==> src/rtl/serial_subtractor_if.sv <==
// serial_subtractor_if: start/busy/done handshake plus operand and
// result bus for the bit-serial subtractor.
interface serial_subtractor_if #(
  parameter int WIDTH = 8
);
  logic             start;
  logic [WIDTH-1:0] a;
  logic [WIDTH-1:0] b;
  logic             bin;
  logic             busy;
  logic             done;
  logic [WIDTH-1:0] diff;
  logic             bout;
  logic             ovf;

  modport master (
    output start, a, b, bin,
    input  busy, done, diff, bout, ovf
  );

  modport slave (
    input  start, a, b, bin,
    output busy, done, diff, bout, ovf
  );
endinterface

==> src/rtl/serial_subtractor.sv <==
// serial_subtractor: LSB-first bit-serial a - b - bin, one
// full-subtractor cell and a borrow flop, WIDTH cycles per result.
module serial_subtractor #(
  parameter int WIDTH = 8,
  parameter int CNT_W = $clog2(WIDTH + 1)
) (
  input  logic              clk,
  input  logic              rst,
  serial_subtractor_if.slave io
);
  localparam logic [1:0] IDLE  = 2'd0;
  localparam logic [1:0] SHIFT = 2'd1;
  localparam logic [1:0] DONE  = 2'd2;

  localparam logic [CNT_W-1:0] LAST = CNT_W'(WIDTH - 1);

  logic [1:0]       state;
  logic [WIDTH-1:0] a_sr;
  logic [WIDTH-1:0] b_sr;
  logic [WIDTH-1:0] r_sr;
  logic [WIDTH-1:0] diff_q;
  logic [CNT_W-1:0] cnt;
  logic             borrow;
  logic             a_msb;
  logic             b_msb;
  logic             bout_q;
  logic             ovf_q;

  logic             d;
  logic             borrow_n;
  logic             take;
  logic [WIDTH-1:0] r_nxt;

  assign d        = a_sr[0] ^ b_sr[0] ^ borrow;
  assign borrow_n = (~a_sr[0] & b_sr[0]) |
                    (~(a_sr[0] ^ b_sr[0]) & borrow);
  assign r_nxt    = {d, r_sr[WIDTH-1:1]};
  assign take     = io.start &&
                    (state == IDLE || state == DONE);

  always_ff @(posedge clk) begin
    if (rst) begin
      state  <= IDLE;
      a_sr   <= '0;
      b_sr   <= '0;
      r_sr   <= '0;
      borrow <= 1'b0;
      cnt    <= '0;
      a_msb  <= 1'b0;
      b_msb  <= 1'b0;
      diff_q <= '0;
      bout_q <= 1'b0;
      ovf_q  <= 1'b0;
    end else begin
      unique case (1'b1)
        take: begin
          state  <= SHIFT;
          a_sr   <= io.a;
          b_sr   <= io.b;
          r_sr   <= '0;
          borrow <= io.bin;
          cnt    <= '0;
          a_msb  <= io.a[WIDTH-1];
          b_msb  <= io.b[WIDTH-1];
        end
        (state == SHIFT): begin
          a_sr   <= {1'b0, a_sr[WIDTH-1:1]};
          b_sr   <= {1'b0, b_sr[WIDTH-1:1]};
          r_sr   <= r_nxt;
          borrow <= borrow_n;
          cnt    <= cnt + 1'b1;
          // last bit: d is the result MSB
          if (cnt == LAST) begin
            state  <= DONE;
            diff_q <= r_nxt;
            bout_q <= borrow_n;
            ovf_q  <= (a_msb != b_msb) && (d != a_msb);
          end
        end
        default: state <= IDLE;
      endcase
    end
  end

  assign io.busy = (state == SHIFT);
  assign io.done = (state == DONE);
  assign io.diff = diff_q;
  assign io.bout = bout_q;
  assign io.ovf  = ovf_q;
endmodule

==> src/flat_wrapper.sv <==
// flat-port wrapper written by rule: the top's interface ports become plain ports
module serial_subtractor_flat 
#(
  parameter int WIDTH = 8,
  parameter int CNT_W = $clog2(WIDTH + 1)
)
  (clk, rst, io_start, io_a, io_b, io_bin, io_busy, io_done, io_diff, io_bout, io_ovf);
  serial_subtractor_if #(.WIDTH(WIDTH)) io_i ();
  input  logic clk;
  input  logic rst;
  input wire logic [$bits(io_i.start)-1:0] io_start;
  input wire logic [$bits(io_i.a)-1:0] io_a;
  input wire logic [$bits(io_i.b)-1:0] io_b;
  input wire logic [$bits(io_i.bin)-1:0] io_bin;
  output wire logic [$bits(io_i.busy)-1:0] io_busy;
  output wire logic [$bits(io_i.done)-1:0] io_done;
  output wire logic [$bits(io_i.diff)-1:0] io_diff;
  output wire logic [$bits(io_i.bout)-1:0] io_bout;
  output wire logic [$bits(io_i.ovf)-1:0] io_ovf;
  assign io_i.start = io_start;
  assign io_i.a = io_a;
  assign io_i.b = io_b;
  assign io_i.bin = io_bin;
  assign io_busy = io_i.busy;
  assign io_done = io_i.done;
  assign io_diff = io_i.diff;
  assign io_bout = io_i.bout;
  assign io_ovf = io_i.ovf;
  serial_subtractor #(.WIDTH(WIDTH), .CNT_W(CNT_W)) u_core (.clk(clk), .rst(rst), .io(io_i));
endmodule
==> config.mk <==
export PLATFORM = sky130hd
export DESIGN_NAME = serial_subtractor_flat
export DESIGN_NICKNAME = d
export VERILOG_FILES = /design/src/rtl/serial_subtractor_if.sv /design/src/rtl/serial_subtractor.sv /design/src/flat_wrapper.sv
export SDC_FILE = /design/constraint.sdc
export NUM_CORES = 1
export LEC_CHECK = 0
export BUFFER_PORTS_ARGS = -buffer_cell sky130_fd_sc_hd__buf_2
export CAP_MARGIN = 30
export CORE_MARGIN = 2
export CORE_UTILIZATION = 58
export DETAILED_ROUTE_END_ITERATION = 7
export PLACE_DENSITY = 0.9
export SETUP_SLACK_MARGIN = 0.05
export SLEW_MARGIN = 15
export SYNTH_ARGS = -nofsm -noshare
export SYNTH_HDL_FRONTEND = slang
export SYNTH_SLANG_ARGS = --single-unit
==> constraint.sdc <==
create_clock -name clk -period 2.2 [get_ports clk]
set_input_delay 0.44 -clock clk [delete_from_list [all_inputs] [get_ports clk]]
set_output_delay 0.44 -clock clk [all_outputs]
set_load 0.01 [all_outputs]
==> summary.md <==
| Metric | Value |
|---|---|
| Status | `completed` |
| Number of synthesized register bits | `42` |
| Setup_tns | `0 ns` |
| Reg clk slew, reported paths | `0.11 ns` |
| Drt initial violations | `79` |
| Inserted Diodes | `0` |
| Antenna viol nets, final | `0` |
| Largest net degree at the start of global routing | `39` |
| Core Area | `2829 sq um` |
| Area delta synth->final | `9.039%` |
| Ports | `32` |
| Critical Path Source Type | `flop` |
| DRC Markers | `0` |
| Non-filler cells, final | `251` |
| Worst hold start | `io_b[7]` |
| Die area | `3487 sq um` |
| Final worst path period share | `0.8307` |
| Drt first pass iters | `4` |
| Reg2Reg Setup Slack | `0.63 ns` |
| Post-DP Area | `1857 sq um` |
| Routed length per instance | `13.46 um` |
| Row count | `19` |
| Die Width | `59.06 um` |
| Clk sinks | `42` |
| Top area cells in the synthesized netlist | `dfxtp_1, a21oi_1, nand3_1, a22oi_1, buf_4` |
| Worst r2r path cells | `5` |
| Yosys cell types | `29` |
| Worst-Margin Slew | `0.4681 ns` |
| I/O Buffers | `31` |
| Ys Warns | `0` |
| Static Leakage | `0.7489 nW` |
| CP Cell Sequence | `nand2b_4, inv_2, buf_2` |
| Initial Utilization | `0.6214` |
| Total grt overflow | `0` |
| RSZ-0062 raised after global routing | `no` |
| Via density | `5.968` |
| Htree depth | `2` |
| Avg Cell Area, Syn | `8.969 sq um` |
| Crit end category | `output port` |
| Tmin final | `1.828 ns` |
| DP HPWL | `2.168 mm` |
| Vias in the first global route | `1314` |
| R2R Path End | `u_core.io.ovf` |
| WL final | `3.379 mm` |
| Final setup vio count | `0` |
| Maximum clock frequency | `547.2 MHz` |
| Die Y-Extent | `59.06 um` |
| Worst vdd ir | `0.4760 mV` |
| Post-cts hold buffer count | `0` |
| Setup Fix Bufs, Post-CTS | `0` |
| Layout cells sized above 1 | `0.2182` |
| Clk root buf | `clkbuf_4` |
| WP data required | `1.76 ns` |
| Slew margin rel. | `0.6879` |
| CTS buffer count | `5` |
| Arr. time, crit path | `1.39 ns` |
| Nets | `241` |
| Worst-skew pair later-pin latency | `0.34 ns` |
| Max incr delay on CP | `0.42 ns` |
| Finished layout cell area | `1917 sq um` |
| WP buf/inv | `2` |
| PostCTS Resize Cnt | `0` |
| Worst-path fanout max | `24` |
| Initial antenna violation count | `0` |
| Vias post-DR | `1498` |
| Placed instance count | `243` |
| Synthesized Nets | `218` |
| Register area share after synthesis | `0.4783` |
| Max-cap violations | `0` |
| Power density cells | `704.5 nW/um^2` |
| Cells after Synth | `196` |
| Post-synth top area share | `0.4783` |
| HP Class | `primary input to flop` |
| Total Routing Usage GR | `0.2127` |
| Mapped Area | `1758 sq um` |
| Largest area contributor in the netlist | `dfxtp_1` |
| Critical-path cell with the highest stage delay | `dfxtp_1` |
| Worst hold slack | `0.3568 ns` |
| Hold Path Cell Cnt | `3` |
| Clk buf depth | `2` |
| Delay-heaviest family, CP | `buffers and inverters` |
| Crit Path Class | `flop to output port` |
| WHS Endpoint | `u_core.b_msb` |
| Placer Congestion | `0.7732` |
| FILL cells | `244` |
| Reg2Reg Launch Point | `u_core.borrow` |
| Final Slew Violations | `0` |
| Skew final | `0.01127 ns` |
| First-pass GRT wire length | `5.630 mm` |
| Final hold violation count | `0` |
| CTS tree | `yes` |
==> power breakdown <==
part           switching, mW  internal [mW]  leakage (nW)
clock network          0.227          0.155        0.0353
logic                 0.0999         0.0608         0.372
registers             0.0181          0.789         0.342
total                  0.345           1.01         0.749
==> registers in the layout, summed over array words and instances (netlist names) <==
name,count
u_core.io.diff,8
u_core.cnt,4
u_core.a_msb,1
u_core.borrow,1
u_core.b_msb,1
u_core.state,2
u_core.a_sr,8
u_core.r_sr,7
u_core.b_sr,8
u_core.io.ovf,1
u_core.io.bout,1
==> worst min-delay path, stage by stage <==
cell and delay (ns):
buf_2 0.09, nand2_1 0.07, a21oi_1 0.06
==> stage by stage <==
stage,power [mW],worst slack (ns),util
finish,1.350,0.3724,0.6776
global route,1.423,0.2749,0.6776
CTS,1.361,0.3662,0.6776
detailed placement,0.9845,0.6646,0.6563
global placement,0.9814,0.7133,0.6563
floorplan,0.9558,0.7498,-
==> cell usage after synthesis <==
library cell / count
a21oi_1: 40
nor4_1: 1
mux2_4: 2
buf_6: 4
buf_4: 6
a211oi_1: 1
a311oi_1: 1
o21ai_0: 8
inv_2: 1
buf_2: 4
nand4_4: 1
dfxtp_1: 42
nand3b_1: 1
ha_1: 1
nand2b_4: 1
nor2b_1: 1
inv_1: 2
nor2_1: 2
and3b_1: 2
clkbuf_1: 6
nor3_1: 2
a22oi_1: 14
nor3b_1: 2
fa_1: 1
and2b_1: 1
a2bb2oi_1: 1
nand2b_1: 2
nand3_1: 34
nand2_1: 12
==> worst max path at each step <==
stage / depth (start not counted) / from / to / slack, ns
3_5_place_dp: 5 / u_core.borrow / u_core.io.ovf / 0.66
4_1_cts: 3 / u_core.state[0] / io_busy / 0.37
3_3_place_gp: 5 / u_core.borrow / u_core.io.ovf / 0.71
5_1_grt: 3 / u_core.state[0] / io_busy / 0.27
6_report: 3 / u_core.state[0] / io_busy / 0.37
2_1_floorplan: 5 / u_core.borrow / u_core.io.ovf / 0.75
==> cells in the final DEF (no fill, tap or decap) <==
master and n:
clkbuf_4 5, nand3b_1 1, clkinv_2 1, nand2b_1 2, nor4_1 1, nand2b_4 1
clkbuf_8 1, a211oi_1 1, and3b_1 2, nand2_1 12, nor2_1 2, and2b_1 1
inv_2 1, clkbuf_1 1, buf_2 31, nand3_1 34, a2bb2oi_1 1, nor2b_1 1
inv_1 2, dfxtp_1 42, buf_4 5, fa_1 1, nor3_1 2, ha_1 1
nand4_4 1, o21ai_0 8, a311oi_1 1, a22oi_1 14, a21oi_1 40, mux2_4 2
nor3b_1 2
==> logic make-up after synthesis <==
logic type | count (synthesis) | share of synthesized area
buf+inv | 23 | 0.08185
flops | 42 | 0.4783
fa+ha+maj | 2 | 0.01850
simple gates | 62 | 0.1936
mux | 2 | 0.01708
compound gates | 65 | 0.2107
==> layer usage <==
metal	wire, um	share of wire	GRT usage	vias up
met1	1477	0.44	0.2604	689
li1	-	-	-	750
met3	192	0.057	0.04585	5
met5	0	0	0	-
met4	34	0.010	0.08766	0
met2	1674	0.50	0.3619	54
==> layout make-up <==
cell class	instances	area (sq um)	area share
Inverter	3	11.26	0.005875
Timing Repair Buffer	36	192.7	0.1005
Clock buffer	7	55.05	0.02872
Clock inverter	1	5.005	0.002611
Tap cell	31	38.79	0.02023
Multi-Input combinational cell	131	773.2	0.4034
Sequential cell	42	840.8	0.4386
Power figures use the tool's default switching activity.
